**config.mk**
```make
export PLATFORM = sky130hd
export DESIGN_NAME = operand_issue_ctrl
export DESIGN_NICKNAME = d
export VERILOG_FILES = /design/src/rtl/operand_issue_ctrl.sv
export SDC_FILE = /design/constraint.sdc
export NUM_CORES = 1
export LEC_CHECK = 0
export CAP_MARGIN = 20
export CORE_MARGIN = 5
export CORE_UTILIZATION = 45
export CTS_CLUSTER_DIAMETER = 200
export DETAILED_ROUTE_END_ITERATION = 8
export MAX_ROUTING_LAYER = met4
export PLACE_DENSITY = 0.87
export SETUP_SLACK_MARGIN = 0.2
export SYNTH_ARGS = -nofsm -noshare
export SYNTH_HDL_FRONTEND = slang
export SYNTH_SLANG_ARGS = --single-unit
export TNS_END_PERCENT = 1
```
**constraint.sdc**
```tcl
create_clock -name clk -period 9.8 [get_ports clk]
set_input_delay 2.45 -clock clk [delete_from_list [all_inputs] [get_ports clk]]
set_output_delay 2.45 -clock clk [all_outputs]
set_load 0.02 [all_outputs]
```
**src/rtl/operand_issue_ctrl.sv**
```systemverilog
// Operand-issue controller: register-file read-address selection, scoreboard-based
// RAW/WAW stall, and a one-deep registered issue stage between decode and operand fetch.
module operand_issue_ctrl #(
    parameter int NREGS  = 16,
    parameter int RA_IDX = 15,
    parameter int CNT_W  = 16,
    localparam int IW    = $clog2(NREGS)
) (
    input  logic             clk,
    input  logic             rst_n,
    input  logic             dec_valid,
    output logic             dec_ready,
    input  logic [31:0]      dec_inst,
    input  logic             dec_is_st,
    input  logic             dec_is_ret,
    input  logic             dec_is_imm,
    input  logic             dec_is_wb,
    input  logic             dec_is_call,
    output logic [IW-1:0]    rf_raddr1,
    output logic [IW-1:0]    rf_raddr2,
    output logic             iss_valid,
    input  logic             iss_ready,
    output logic [31:0]      iss_inst,
    output logic [IW-1:0]    iss_dest,
    output logic             iss_dest_en,
    input  logic             wb_valid,
    input  logic [IW-1:0]    wb_addr,
    input  logic             flush,
    output logic [NREGS-1:0] pending,
    output logic [CNT_W-1:0] stall_cnt
);

    localparam logic [IW-1:0] RA = IW'(RA_IDX);

    logic [IW-1:0]    rd;
    logic [IW-1:0]    rs1;
    logic [IW-1:0]    rs2;
    logic [IW-1:0]    dest;
    logic             dest_en;
    logic             src2_used;
    logic             hazard;
    logic             slot_free;
    logic             accept;
    logic [NREGS-1:0] pending_next;

    assign rd  = dec_inst[22 +: IW];
    assign rs1 = dec_inst[18 +: IW];
    assign rs2 = dec_inst[14 +: IW];

    assign rf_raddr1 = dec_is_ret ? RA : rs1;
    assign rf_raddr2 = dec_is_st ? rd : rs2;
    assign src2_used = !dec_is_imm || dec_is_st;
    assign dest      = dec_is_call ? RA : rd;
    assign dest_en   = dec_is_wb || dec_is_call;

    // Hazard looks only at registered pending bits, so a same-cycle writeback
    // cannot release a stall early.
    assign hazard = dec_valid && (pending[rf_raddr1] ||
                                  (src2_used && pending[rf_raddr2]) ||
                                  (dest_en && pending[dest]));

    assign slot_free = !iss_valid || iss_ready;
    assign dec_ready = slot_free && !hazard && !flush;
    assign accept    = dec_valid && dec_ready;

    // Clears are applied before the set so an accept to the same index wins.
    always_comb begin
        pending_next = pending;
        if (wb_valid)
            pending_next[wb_addr] = 1'b0;
        if (flush && iss_valid && iss_dest_en)
            pending_next[iss_dest] = 1'b0;
        if (accept && dest_en)
            pending_next[dest] = 1'b1;
    end

    always_ff @(posedge clk or negedge rst_n) begin
        if (!rst_n) begin
            iss_valid   <= 1'b0;
            iss_inst    <= '0;
            iss_dest    <= '0;
            iss_dest_en <= 1'b0;
            pending     <= '0;
            stall_cnt   <= '0;
        end else begin
            if (flush) begin
                iss_valid <= 1'b0;
            end else if (accept) begin
                iss_valid   <= 1'b1;
                iss_inst    <= dec_inst;
                iss_dest    <= dest;
                iss_dest_en <= dest_en;
            end else if (iss_ready) begin
                iss_valid <= 1'b0;
            end
            pending <= pending_next;
            if (hazard && (stall_cnt != {CNT_W{1'b1}}))
                stall_cnt <= stall_cnt + CNT_W'(1);
        end
    end

endmodule
```
==> results.md <==
Run status:
- The run finished with clean final reports.

STA:
- The actual transition at the worst max-transition pin is between 0.8 and 0.9 ns.
- The final number of hold-violating endpoints came to 0.
- Based on the critical path, the design can be clocked at up to around 120 MHz.
- The clock skew after layout is 0.01089 ns.
- Final hold analysis gives a worst-case slack of about 0.49 ns.
- Setup repair after global routing left no endpoint under its margin.
- The post-route fraction of the period consumed by the critical path is 0.8489.
- The final period demand of the worst path is around 8.3 ns.
- The worst slew margin relative to its limit is 0.4206.
- The number of slew-limit violations in the final report is 0.
- The number of setup violations in the final report is 0.
- The total negative slack for setup checks is 0 ns.

CTS:
- The clock reaches the later pin of the worst-skew pair after 0.34 ns.
- The count of hold buffers inserted by post-cts repair is 0.
- CTS saw 70 sinks.
- Clock-pin slew was measured on the worst setup and hold paths at around 0.09 ns.
- The total CTS buffers is 9.
- The setup fix buffers added after clock tree synthesis is 0.
- The post-cts gate resize count is 0.
- The longest clock path from root to sink contains 2 buffers.
- The number of levels the H-tree was split into is 3.
- The master cell of the clock root buffer is sky130_fd_sc_hd__clkbuf_8.
- TritonCTS built the clock tree.

Synth:
- Of the total synthesized cell area, the portion taken by XOR and XNOR cells is 0.03311.
- The mean cell area of the mapped netlist is about 12 um^2.
- After synthesis, the largest family of logic cells by area is multiplexers.
- The count of mapped cells out of synthesis is approximately 330.
- The async set-reset flop share out of synthesis is 1.000.
- The net count after synthesis is 382.
- The share of synthesized cell area in and, or, nand and nor gates is 0.1480.
- The synthesized cell area is between 0.003 and 0.004 mm^2.
- The area fraction in compound gates after synthesis is 0.1248.
- The share of synthesized area occupied by flip-flops and latches is 0.4457.
- During synthesis, Yosys emitted a total of 0 warnings.
- The number of different library cells used by synthesis comes to 58.
- The post-synthesis sequential element count is 70.
- The number of synthesized flops with an enable pin is 0.
- Of the total synthesized cell area, the portion taken by full adders, half adders and majority gates is 0.003184.
- Of the post-synthesis cell area, the part taken by muxes is 0.1983.
- The top flip-flop cell by instance count after synthesis is sky130_fd_sc_hd__dfrtp_1.

Final layout:
- The sequential cell area in the final layout is approximately 0.0018 mm^2.
- The number of fillers in the final layout is ~700.
- The repair_antennas step left the layout with diodes totalling 0.
- The net count reported at finish is ~500.
- The final instance count without filler cells is around 570.
- The area taken by multi-input logic gates is approximately 0.0020 mm^2.
- Leaving out fill and tap cells, the most frequent cells in the layout are sky130_fd_sc_hd__clkdlybuf4s50_1, sky130_fd_sc_hd__dfrtp_1, sky130_fd_sc_hd__mux2_4.
- Leaving out fill and tap cells, the most frequent cell in the layout is sky130_fd_sc_hd__clkdlybuf4s50_1.
- The ratio of cells with drive above 1 in the final layout is 0.1761.
- From synthesis to final layout, the design area changed by 36.33%.

Drt:
- Dividing the detail-routed wire length by the instance count gives around 19 um.
- The starting DRC count in detailed routing is between 150 and 200.
- Before antenna repair, the detailed router went through 5 iterations.
- The number of antenna-violating nets in the routed design is 0.
- The remaining routing DRC violations is 0.
- The routed via count is between 3000 and 4000.
- After detailed routing, the number of vias per cell comes to 5.783.
- For this block, the routed nets add up to between 10000 and 15000 um of wire.

Floorplan:
- The floorplan step defined a core boundary enclosing between 0.008 and 0.009 mm^2.
- During I/O placement, the number of pins put on the boundary was about 130.
- The die is between 100 and 150 um wide.
- The effective utilization at floorplan is 0.4551.
- In this run the vertical extent of the chip is 103.5 um.
- The die covers ~0.011 mm^2.
- In this run the core area contains 34 standard-cell rows.

Power and ir drop:
- The static power due to leakage is approximately 2.3 nW.
- The maximum vdd ir drop is 0.1637 mV.
- Total power for the finished layout comes to between 0.001 and 0.0015 W.
- The power density over cell area is approximately 220 mW/mm^2.

Worst setup path:
- The type of element capturing the critical path is an output port.
- The maximum fanout count along the critical path is 18.
- STA classifies the critical path startpoint as an input pin.
- The arrival time at the worst endpoint is between 5 and 6 ns.
- The worst path required time is 7.35 ns.
- The critical path is of the input pin to output port type.

GRT:
- The number of global-route vias before repair came to between 3000 and 4000.
- The total overflow left after global routing is 0.
- The number of antenna violations at the first check in global routing is 0.
- Entering global routing, the biggest net connects between 70 and 80 pins.
- Across every metal layer, demand over resource in global routing totals 0.2174.
- The first global-routing pass estimated around 17000 um of wire.

Placement:
- The global placer's final weighted congestion is 0.9832.
- The HPWL reported at the end of detailed placement is between 8000 and 9000 um.
- The post-placement cell count is 552.
- Buffers placed on the I/O ports in this run total 125.

Job:
- Max-cap violations in this run came to 0.

Worst hold path:
- The worst min-delay path class is flop to flop.
==> state kept, by name, indices dropped and copies added, names as in the netlist <==
signal	count
iss_dest	4
iss_dest_en	1
iss_inst	32
iss_valid	1
pending	16
stall_cnt	16
==> routing by layer <==
metal / routed length (um) / global-route usage / share of wire
met5: 0 / - / 0
met4: 331 / 0.06972 / 0.030
met3: 1065 / 0.05433 / 0.097
met2: 5082 / 0.3299 / 0.46
met1: 4492 / 0.2874 / 0.41
==> synth_stat cells, types with 2 or more instances <==
cell | number | area share
sky130_fd_sc_hd__dfrtp_1 | 70 | 0.45
sky130_fd_sc_hd__a41oi_1 | 2 | 0.0045
sky130_fd_sc_hd__nor3_1 | 11 | 0.014
sky130_fd_sc_hd__mux2_4 | 28 | 0.11
sky130_fd_sc_hd__buf_12 | 2 | 0.010
sky130_fd_sc_hd__nand4_1 | 4 | 0.0064
sky130_fd_sc_hd__buf_2 | 3 | 0.0038
sky130_fd_sc_hd__a31oi_1 | 3 | 0.0048
sky130_fd_sc_hd__and3_1 | 6 | 0.0096
sky130_fd_sc_hd__a41o_1 | 2 | 0.0051
sky130_fd_sc_hd__nor2b_1 | 2 | 0.0032
sky130_fd_sc_hd__a31o_2 | 3 | 0.0067
sky130_fd_sc_hd__o211ai_1 | 3 | 0.0057
sky130_fd_sc_hd__nand2_1 | 25 | 0.024
sky130_fd_sc_hd__o41ai_2 | 3 | 0.012
sky130_fd_sc_hd__o22ai_1 | 5 | 0.0080
sky130_fd_sc_hd__inv_1 | 13 | 0.012
sky130_fd_sc_hd__buf_6 | 5 | 0.014
sky130_fd_sc_hd__mux2_2 | 9 | 0.026
sky130_fd_sc_hd__nor4_1 | 3 | 0.0048
sky130_fd_sc_hd__o21ai_0 | 10 | 0.013
sky130_fd_sc_hd__or2_1 | 2 | 0.0032
sky130_fd_sc_hd__nand2b_1 | 10 | 0.016
sky130_fd_sc_hd__or2_2 | 5 | 0.0080
sky130_fd_sc_hd__xnor2_1 | 6 | 0.013
sky130_fd_sc_hd__mux4_2 | 6 | 0.034
sky130_fd_sc_hd__o221ai_1 | 10 | 0.022
sky130_fd_sc_hd__o31ai_1 | 4 | 0.0076
sky130_fd_sc_hd__and4_1 | 2 | 0.0045
sky130_fd_sc_hd__a21oi_1 | 8 | 0.010
sky130_fd_sc_hd__or4b_1 | 3 | 0.0076
sky130_fd_sc_hd__xor2_1 | 7 | 0.016
sky130_fd_sc_hd__mux2i_1 | 10 | 0.025
sky130_fd_sc_hd__nand3_1 | 7 | 0.0089
sky130_fd_sc_hd__clkbuf_1 | 3 | 0.0029
sky130_fd_sc_hd__nor2_1 | 13 | 0.012
sky130_fd_sc_hd__nand3b_1 | 2 | 0.0038
sky130_fd_sc_hd__o21a_1 | 2 | 0.0038
sky130_fd_sc_hd__or4_1 | 2 | 0.0038
sky130_fd_sc_hd__a221oi_2 | 2 | 0.0076
==> logic make-up after synthesis <==
kind of cell | count (synthesis)
adders and majority gates | 1
AOI/OAI and AO/OA | 63
DFF | 70
buffers and inverters | 29
and+or+nand+nor | 103
xor gates and xnor gates | 14
muxes | 54
==> through the flow <==
step           setup WS, ns    util  cell area (um^2)
2_1_floorplan         2.936       -              3930
3_3_place_gp          1.599  0.6001              5182
3_5_place_dp          1.522  0.6001              5182
4_1_cts               1.489  0.6204              5358
5_1_grt               1.298  0.6204              5358
6_report              1.481  0.6204              5358
==> critical path, stage by stage <==
cell and delay [ns]:
sky130_fd_sc_hd__clkdlybuf4s50_1 0.71, sky130_fd_sc_hd__mux2i_4 0.43, sky130_fd_sc_hd__mux4_2 0.57, sky130_fd_sc_hd__a22o_1 0.28, sky130_fd_sc_hd__nor3_4 0.63, sky130_fd_sc_hd__o21a_1 0.19
sky130_fd_sc_hd__clkdlybuf4s50_1 0.61
==> final timing paths <==
kind,start,endpoint,slack [ns],depth (start not counted)
worst max-delay path,dec_inst[23],dec_ready,1.48,7
worst min-delay path,stall_cnt[13]$_DFFE_PN0P_,stall_cnt[13]$_DFFE_PN0P_,0.49,1
worst max register to register,pending[2]$_DFF_PN0_,iss_inst[10]$_DFFE_PN0P_,6.44,7
worst min register to register,stall_cnt[13]$_DFFE_PN0P_,stall_cnt[13]$_DFFE_PN0P_,0.49,1
max in group asynchronous,rst_n,iss_inst[17]$_DFFE_PN0P_,7.01,1
min in group asynchronous,rst_n,pending[12]$_DFF_PN0_,2.22,1
==> final cells by class <==
cell class	count	share of cell area
Timing Repair Buffer	125	0.2331
Tap cell	108	0.02522
Sequential cell	70	0.3269
Multi-Input combinational cell	235	0.3723
Clock inverter	6	0.008874
Clock buffer	10	0.02382
Inverter	14	0.009808
==> report_power, final <==
part           leakage (nW)  internal (W)  switching [W]
registers             0.876      0.000374      0.0000783
clock network        0.0868     0.0000937       0.000118
logic                  1.30      0.000278       0.000240
total                  2.27      0.000745       0.000437
No activity file was read; power rests on OpenSTA's default activity.
